===== src/rtl/seven_seg_pkg.sv =====
// Shared constants for the scrolling seven-segment display driver:
// character code width, named character codes and the all-off segment pattern.
package seven_seg_pkg;

    localparam int CODE_W = 5;

    localparam logic [6:0] SEG_OFF = 7'h7F;

    localparam logic [CODE_W-1:0] CH_H     = 5'h10;
    localparam logic [CODE_W-1:0] CH_L     = 5'h11;
    localparam logic [CODE_W-1:0] CH_P     = 5'h12;
    localparam logic [CODE_W-1:0] CH_U     = 5'h13;
    localparam logic [CODE_W-1:0] CH_R     = 5'h14;
    localparam logic [CODE_W-1:0] CH_N     = 5'h15;
    localparam logic [CODE_W-1:0] CH_O     = 5'h16;
    localparam logic [CODE_W-1:0] CH_T     = 5'h17;
    localparam logic [CODE_W-1:0] CH_Y     = 5'h18;
    localparam logic [CODE_W-1:0] CH_DASH  = 5'h19;
    localparam logic [CODE_W-1:0] CH_UNDER = 5'h1A;
    localparam logic [CODE_W-1:0] CH_J     = 5'h1B;
    localparam logic [CODE_W-1:0] CH_I     = 5'h1C;
    localparam logic [CODE_W-1:0] CH_C     = 5'h1D;
    localparam logic [CODE_W-1:0] CH_DEG   = 5'h1E;
    localparam logic [CODE_W-1:0] CH_BLANK = 5'h1F;

endpackage


===== src/rtl/seven_seg_font.sv =====
// Character font: 5-bit character code to active-low {g,f,e,d,c,b,a} segments.
// Purely combinational; blank (and anything unmapped) drives every segment off.
module seven_seg_font
    import seven_seg_pkg::*;
(
    input  logic [CODE_W-1:0] code,
    output logic [6:0]        seg_n
);

    logic [6:0] lit;

    // Look up which segments are lit for the code (active-high), inverted below for the common-anode pins
    always_comb begin
        lit = 7'h00;
        case (code)
            5'h00:    lit = 7'h3F;
            5'h01:    lit = 7'h06;
            5'h02:    lit = 7'h5B;
            5'h03:    lit = 7'h4F;
            5'h04:    lit = 7'h66;
            5'h05:    lit = 7'h6D;
            5'h06:    lit = 7'h7D;
            5'h07:    lit = 7'h07;
            5'h08:    lit = 7'h7F;
            5'h09:    lit = 7'h6F;
            5'h0A:    lit = 7'h77;
            5'h0B:    lit = 7'h7C;
            5'h0C:    lit = 7'h39;
            5'h0D:    lit = 7'h5E;
            5'h0E:    lit = 7'h79;
            5'h0F:    lit = 7'h71;
            CH_H:     lit = 7'h76;
            CH_L:     lit = 7'h38;
            CH_P:     lit = 7'h73;
            CH_U:     lit = 7'h3E;
            CH_R:     lit = 7'h50;
            CH_N:     lit = 7'h54;
            CH_O:     lit = 7'h5C;
            CH_T:     lit = 7'h78;
            CH_Y:     lit = 7'h6E;
            CH_DASH:  lit = 7'h40;
            CH_UNDER: lit = 7'h08;
            CH_J:     lit = 7'h1E;
            CH_I:     lit = 7'h10;
            CH_C:     lit = 7'h58;
            CH_DEG:   lit = 7'h63;
            default:  lit = 7'h00;
        endcase
    end

    assign seg_n = ~lit;

endmodule


===== src/rtl/seven_seg_scroll_xn.sv =====
// Multiplexed common-anode seven-segment driver with a character buffer that
// scrolls right-to-left when the message is longer than the display.
// Optional decimal-point support is enabled by defining SEVEN_SEG_DP_EN.
module seven_seg_scroll_xn
    import seven_seg_pkg::*;
#(
    parameter int NUM_DIGITS  = 8,
    parameter int DEPTH       = 32,
    parameter int REFRESH_DIV = 100000,
    parameter int SCROLL_DIV  = 50000000
) (
    input  logic                         clk,
    input  logic                         reset,
    input  logic [CODE_W-1:0]            char_code,
    input  logic                         char_valid,
    output logic                         char_ready,
    input  logic                         clear,
    input  logic                         scroll_en,
    output logic [$clog2(DEPTH+1)-1:0]   msg_len,
`ifdef SEVEN_SEG_DP_EN
    input  logic [NUM_DIGITS-1:0]        dp_mask,
    output logic                         dp,
`endif
    output logic [6:0]                   segments,
    output logic [NUM_DIGITS-1:0]        digits
);

    localparam int LEN_W  = $clog2(DEPTH + 1);
    localparam int ADDR_W = $clog2(DEPTH);
    localparam int IDX_W  = $clog2(NUM_DIGITS);
    localparam int REF_W  = (REFRESH_DIV > 1) ? $clog2(REFRESH_DIV) : 1;
    localparam int SCR_W  = (SCROLL_DIV > 1) ? $clog2(SCROLL_DIV) : 1;

    logic [CODE_W-1:0] msg_buf [DEPTH];
    logic [REF_W-1:0]  refresh_cnt;
    logic [IDX_W-1:0]  scan_idx;
    logic [SCR_W-1:0]  scroll_cnt;
    logic [LEN_W-1:0]  offset;

    logic              write_en;
    logic              refresh_wrap;
    logic              scroll_active;
    logic              scroll_wrap;

    logic [IDX_W-1:0]  pos;
    logic [LEN_W-1:0]  pos_ext;
    logic [LEN_W:0]    rd_sum;
    logic [ADDR_W-1:0] rd_addr;
    logic [CODE_W-1:0] window_code;
    logic [6:0]        font_seg;

    assign char_ready    = !reset && !clear && (msg_len < LEN_W'(DEPTH));
    assign write_en      = char_valid && char_ready;
    assign refresh_wrap  = (refresh_cnt == REF_W'(REFRESH_DIV - 1));
    assign scroll_active = scroll_en && (msg_len > LEN_W'(NUM_DIGITS));
    assign scroll_wrap   = (scroll_cnt == SCR_W'(SCROLL_DIV - 1));

    // Refresh prescaler and digit scan index; the index steps once per prescaler wrap
    always_ff @(posedge clk) begin
        if (reset) begin
            refresh_cnt <= '0;
            scan_idx    <= '0;
        end else if (refresh_wrap) begin
            refresh_cnt <= '0;
            scan_idx    <= (scan_idx == IDX_W'(NUM_DIGITS - 1)) ? '0 : scan_idx + IDX_W'(1);
        end else begin
            refresh_cnt <= refresh_cnt + REF_W'(1);
        end
    end

    // Message length: clear wins over a simultaneous write
    always_ff @(posedge clk) begin
        if (reset || clear) begin
            msg_len <= '0;
        end else if (write_en) begin
            msg_len <= msg_len + LEN_W'(1);
        end
    end

    // Buffer storage; contents survive reset and clear but become unreachable once msg_len is zero
    always_ff @(posedge clk) begin
        if (write_en) begin
            msg_buf[ADDR_W'(msg_len)] <= char_code;
        end
    end

    // Scroll prescaler and circular window offset; both parked at zero whenever scrolling is idle
    always_ff @(posedge clk) begin
        if (reset || clear || !scroll_active) begin
            scroll_cnt <= '0;
            offset     <= '0;
        end else if (scroll_wrap) begin
            scroll_cnt <= '0;
            offset     <= (offset == msg_len - LEN_W'(1)) ? '0 : offset + LEN_W'(1);
        end else begin
            scroll_cnt <= scroll_cnt + SCR_W'(1);
        end
    end

    // Pick the character for the scanned position; offset and position are both below msg_len so one subtract folds the sum
    always_comb begin
        pos         = IDX_W'(NUM_DIGITS - 1) - scan_idx;
        pos_ext     = LEN_W'(pos);
        rd_sum      = {1'b0, offset} + {1'b0, pos_ext};
        rd_addr     = (rd_sum >= {1'b0, msg_len}) ? ADDR_W'(rd_sum - {1'b0, msg_len})
                                                  : ADDR_W'(rd_sum);
        window_code = CH_BLANK;
        if (msg_len == '0) begin
            window_code = CH_BLANK;
        end else if ((msg_len <= LEN_W'(NUM_DIGITS)) && (pos_ext >= msg_len)) begin
            window_code = CH_BLANK;
        end else begin
            window_code = msg_buf[rd_addr];
        end
    end

    seven_seg_font u_font (
        .code  (window_code),
        .seg_n (font_seg)
    );

    // Register anode select and segments together so a digit never shows its neighbour's pattern
    always_ff @(posedge clk) begin
        if (reset) begin
            segments <= SEG_OFF;
            digits   <= '1;
`ifdef SEVEN_SEG_DP_EN
            dp       <= 1'b1;
`endif
        end else begin
            segments <= font_seg;
            digits   <= ~(NUM_DIGITS'(1) << scan_idx);
`ifdef SEVEN_SEG_DP_EN
            dp       <= ~dp_mask[scan_idx];
`endif
        end
    end

endmodule

===== config.mk =====
export PLATFORM = sky130hd
export DESIGN_NAME = seven_seg_scroll_xn
export DESIGN_NICKNAME = d
export VERILOG_FILES = /design/src/rtl/seven_seg_pkg.sv /design/src/rtl/seven_seg_font.sv /design/src/rtl/seven_seg_scroll_xn.sv
export SDC_FILE = /design/constraint.sdc
export NUM_CORES = 1
export LEC_CHECK = 0
export ABC_AREA = 1
export BUFFER_PORTS_ARGS = -buffer_cell sky130_fd_sc_hd__buf_2
export CORE_MARGIN = 2
export CORE_UTILIZATION = 50
export DETAILED_ROUTE_END_ITERATION = 7
export HOLD_SLACK_MARGIN = 0.15
export MAX_ROUTING_LAYER = met4
export PLACE_DENSITY = 0.65
export SLEW_MARGIN = 20
export SYNTH_ARGS = -nofsm -noshare
export SYNTH_HDL_FRONTEND = slang
export SYNTH_SLANG_ARGS = --single-unit

===== constraint.sdc =====
create_clock -name clk -period 8.2 [get_ports clk]
set_input_delay 0.41 -clock clk [delete_from_list [all_inputs] [get_ports clk]]
set_output_delay 0.41 -clock clk [all_outputs]
set_load 0.02 [all_outputs]

==> impl_metrics.tcl <==
set metrics [dict create \
    min_path_type "input port to flop" \
    chipWidth_um 154.7 \
    crit_path_start_kind "flop" \
    remaining_drc_errors 0 \
    yosys.area.top_type_share_pct 42.30 \
    pwr_density_cell_nw_per_um2 191.5 \
    setup_total_negative_slack_ns 0 \
    logic_depth_of_the_worst_path_buffers_included 30 \
    timing_hold_violations_final 0 \
    clock_tree.root_cell "sky130_fd_sc_hd__clkbuf_16" \
    max_cap_viol_count 0 \
    main_area_contributors_after_synthesis "sky130_fd_sc_hd__edfxtp_1 42%, sky130_fd_sc_hd__dfxtp_1 13%, sky130_fd_sc_hd__nand2_1 11%" \
    synth_top_cells_by_count "320 x sky130_fd_sc_hd__nand2_1, 187 x sky130_fd_sc_hd__inv_1, 170 x sky130_fd_sc_hd__nand3_1, 160 x sky130_fd_sc_hd__edfxtp_1, 103 x sky130_fd_sc_hd__nor2_1" \
    wire_length_of_the_first_global_routing_pass_um 42380 \
    largest_delay_share_family_worst_path "simple AND/OR/NAND/NOR gates" \
    numCtsBuffers 25 \
    required_ns 8.61 \
    run_status "completed" \
    upper_clock_frequency_limit_ghz 0.1903 \
    synth.cell_area_um2 11360 \
    timing_max_transition_violations_final 0 \
    numPlacedInstances 1558 \
    crit_buf_inv 5 \
    worst_hold_path.num_cells 4 \
    relSlewSlack_pct 36.64 \
    skew_ns 0.01440 \
    async_reset_ff_share_pct 0 \
    design.die.area_um2 23940 \
    power_leakage_nw 5.076 \
    tritoncts "done" \
    hpwl_um 16850 \
    worst_setup_path_end_kind "flop" \
    routed_via_density 5.250 \
    clkTransAtPathRegs_ns 0.06 \
    ys.flop_type "sky130_fd_sc_hd__edfxtp_1" \
    grt_overflow 0 \
    design.portCount 32 \
    cts_max_path_buffers 3 \
    net_count_reported_at_finish 1346 \
    finalSetupViolations 0 \
    cp.arrival_ns 5.66 \
    ys_seq_area_share_pct 55.17 \
    area_leader_netlist "sky130_fd_sc_hd__edfxtp_1" \
    path_class "flop to flop" \
    grt_setup_unrepaired "false" \
    clock_insertion_delay_worst_skew_ns 0.53 \
    timing.critical_path.slowest_stage_cell "sky130_fd_sc_hd__nand2_4" \
    layout_worst_path_cycle_share_pct 64.09 \
    post-synth-top-count-cell "sky130_fd_sc_hd__nand2_1" \
    timing.critical_path.mode_cell "sky130_fd_sc_hd__nand2_1" \
    place_congestion 0.9026 \
    final_standard_cell_count_with_taps_included_and_fillers_excluded 1605 \
    synth_enable_flop_cells 160 \
    postSynthAreaPerCell_um2 8.894 \
    cpPeakStageDelay_ns 0.66 \
    routed_wl_um 25960 \
    placement.io_buffers 31 \
    core-area_um2 22430 \
    num_antenna_cells 0 \
    ys_seq_elements 233 \
    synth_warnings 0 \
    groute.usage.overall_pct 22.94 \
    avgRoutedWirePerCell_um 16.18 \
    number_of_global_route_vias_before_repair 8038 \
    antenna_violations_before_repair 0 \
    drt-initial-drc-count 622 \
    drt_pass1_iterations 5 \
    drive_gt1_share_pct 8.409 \
    area.growth.synth_to_final_pct 9.607 \
    cts_resized 0 \
    synthesis.instances 1277 \
    grt_max_degree 83 \
    cts_sinks 233 \
    tightestPinTransition_ns 0.9470 \
    placementRows 55 \
    htree_levels 1 \
    num_vias 8427 \
    synth.net_count 1322 \
    period_minus_slack_ns 5.256 \
    ir_drop_mv 0.1654 \
    timing.reg2reg.worst_path_depth 30 \
    dieHeight_um 154.7 \
    initial_cell_density_of_the_core_pct 50.62 \
    worst_path_max_fanout 82 \
    final_antenna_net_count 0 \
    netlist-cell-type-count 43 \
]
placed cells by master (no fill, tap or decap), drive strengths merged, types with 15 or more instances in the layout:
cell type | synthesis | layout
a21oi | 36 | 36
clkbuf | 9 | 37
nor3 | 24 | 24
nand3 | 172 | 172
nand2 | 330 | 330
ha | 33 | 33
nor2 | 108 | 108
buf | 30 | 35
inv | 194 | 196
edfxtp | 160 | 160
dfxtp | 73 | 73
o21ai | 28 | 28
xor2 | 15 | 15
per-stage QoR:
stage / instance area, um2 / worst slack, ns / util [%] / power [W] / hold slack [ns]
floorplan: 11360 / 3.851 / - / 0.001315 / 0.4175
global route: 12450 / 2.383 / 55.49 / 0.002455 / 0.2564
CTS: 12440 / 2.920 / 55.47 / 0.002404 / 0.2398
detailed placement: 11650 / 2.932 / 51.95 / 0.001341 / 0.4495
finish: 12450 / 2.944 / 55.49 / 0.002384 / 0.2420
global placement: 11650 / 3.021 / 51.92 / 0.001340 / 0.4298
kinds of logic after synthesis:
logic type      count (synthesis)  share of synthesized area [%]
compound gates                 90                          4.649
xor+xnor                       20                          1.542
fa+ha+maj                      35                          3.988
buf+inv                       233                          8.626
flops                         233                          55.17
simple gates                  666                          26.02
area by class of cell:
class	instances	area, um2
clock buffers	37	729.5
repair buffers	36	195.2
clock inverters	9	50.05
multi-input cells	811	4123
well taps	285	356.6
fillers	2074	9986
flip-flops and latches	233	6266
inverters	194	728.2
flip-flops by register name, summed over array words and instances (netlist names):
register and flops:
msg_buf 160, scroll_cnt 26, msg_len 6, refresh_cnt 17, scan_idx 3, digits 8, offset 6, segments 7
power by group:
group          switching, W  leakage [nW]  internal (W)
Combinational     0.0000443          2.66     0.0000129
Clock              0.000452         0.386      0.000616
Sequential       0.00000176          2.03       0.00126
Total              0.000498          5.08       0.00189
path summary, 6_finish.rpt:
| check | from | endpoint | slack (ns) |
|---|---|---|---|
| max | scan_idx[0] | segments[1] | 2.94 |
| min | clear | msg_len[0] | 0.24 |
| min reg2reg | refresh_cnt[0] | refresh_cnt[0] | 0.46 |
| max reg2reg | scan_idx[0] | segments[1] | 2.94 |
layer usage:
layer	track usage (%)	part of all wire, %	vias to the layer above
met5	-	0	-
met4	6.966	2.7	0
met3	3.250	5.7	45
met2	37.48	48	204
met1	29.95	44	3928
li1	-	-	4250
worst reg2reg max path, delay by kind of cell, from the launching register on:
family | cells | cell delay, ns
xor gates and xnor gates | 1 | 0.12
buffers and inverters | 5 | 0.48
DFF | 1 | 0.40
and+or+nand+nor | 16 | 2.29
adders and majority gates | 4 | 1.22
AOI/OAI and AO/OA | 4 | 0.63
what timing repair did:
| action | CTS | global route |
|---|---|---|
| buffers inserted | 0 | 0 |
| endpoints found under the setup margin | 0 | 0 |
| endpoints found under the hold margin | 2 | 0 |
| hold buffers | 1 | 0 |
No activity file was read; power rests on OpenSTA's default activity.
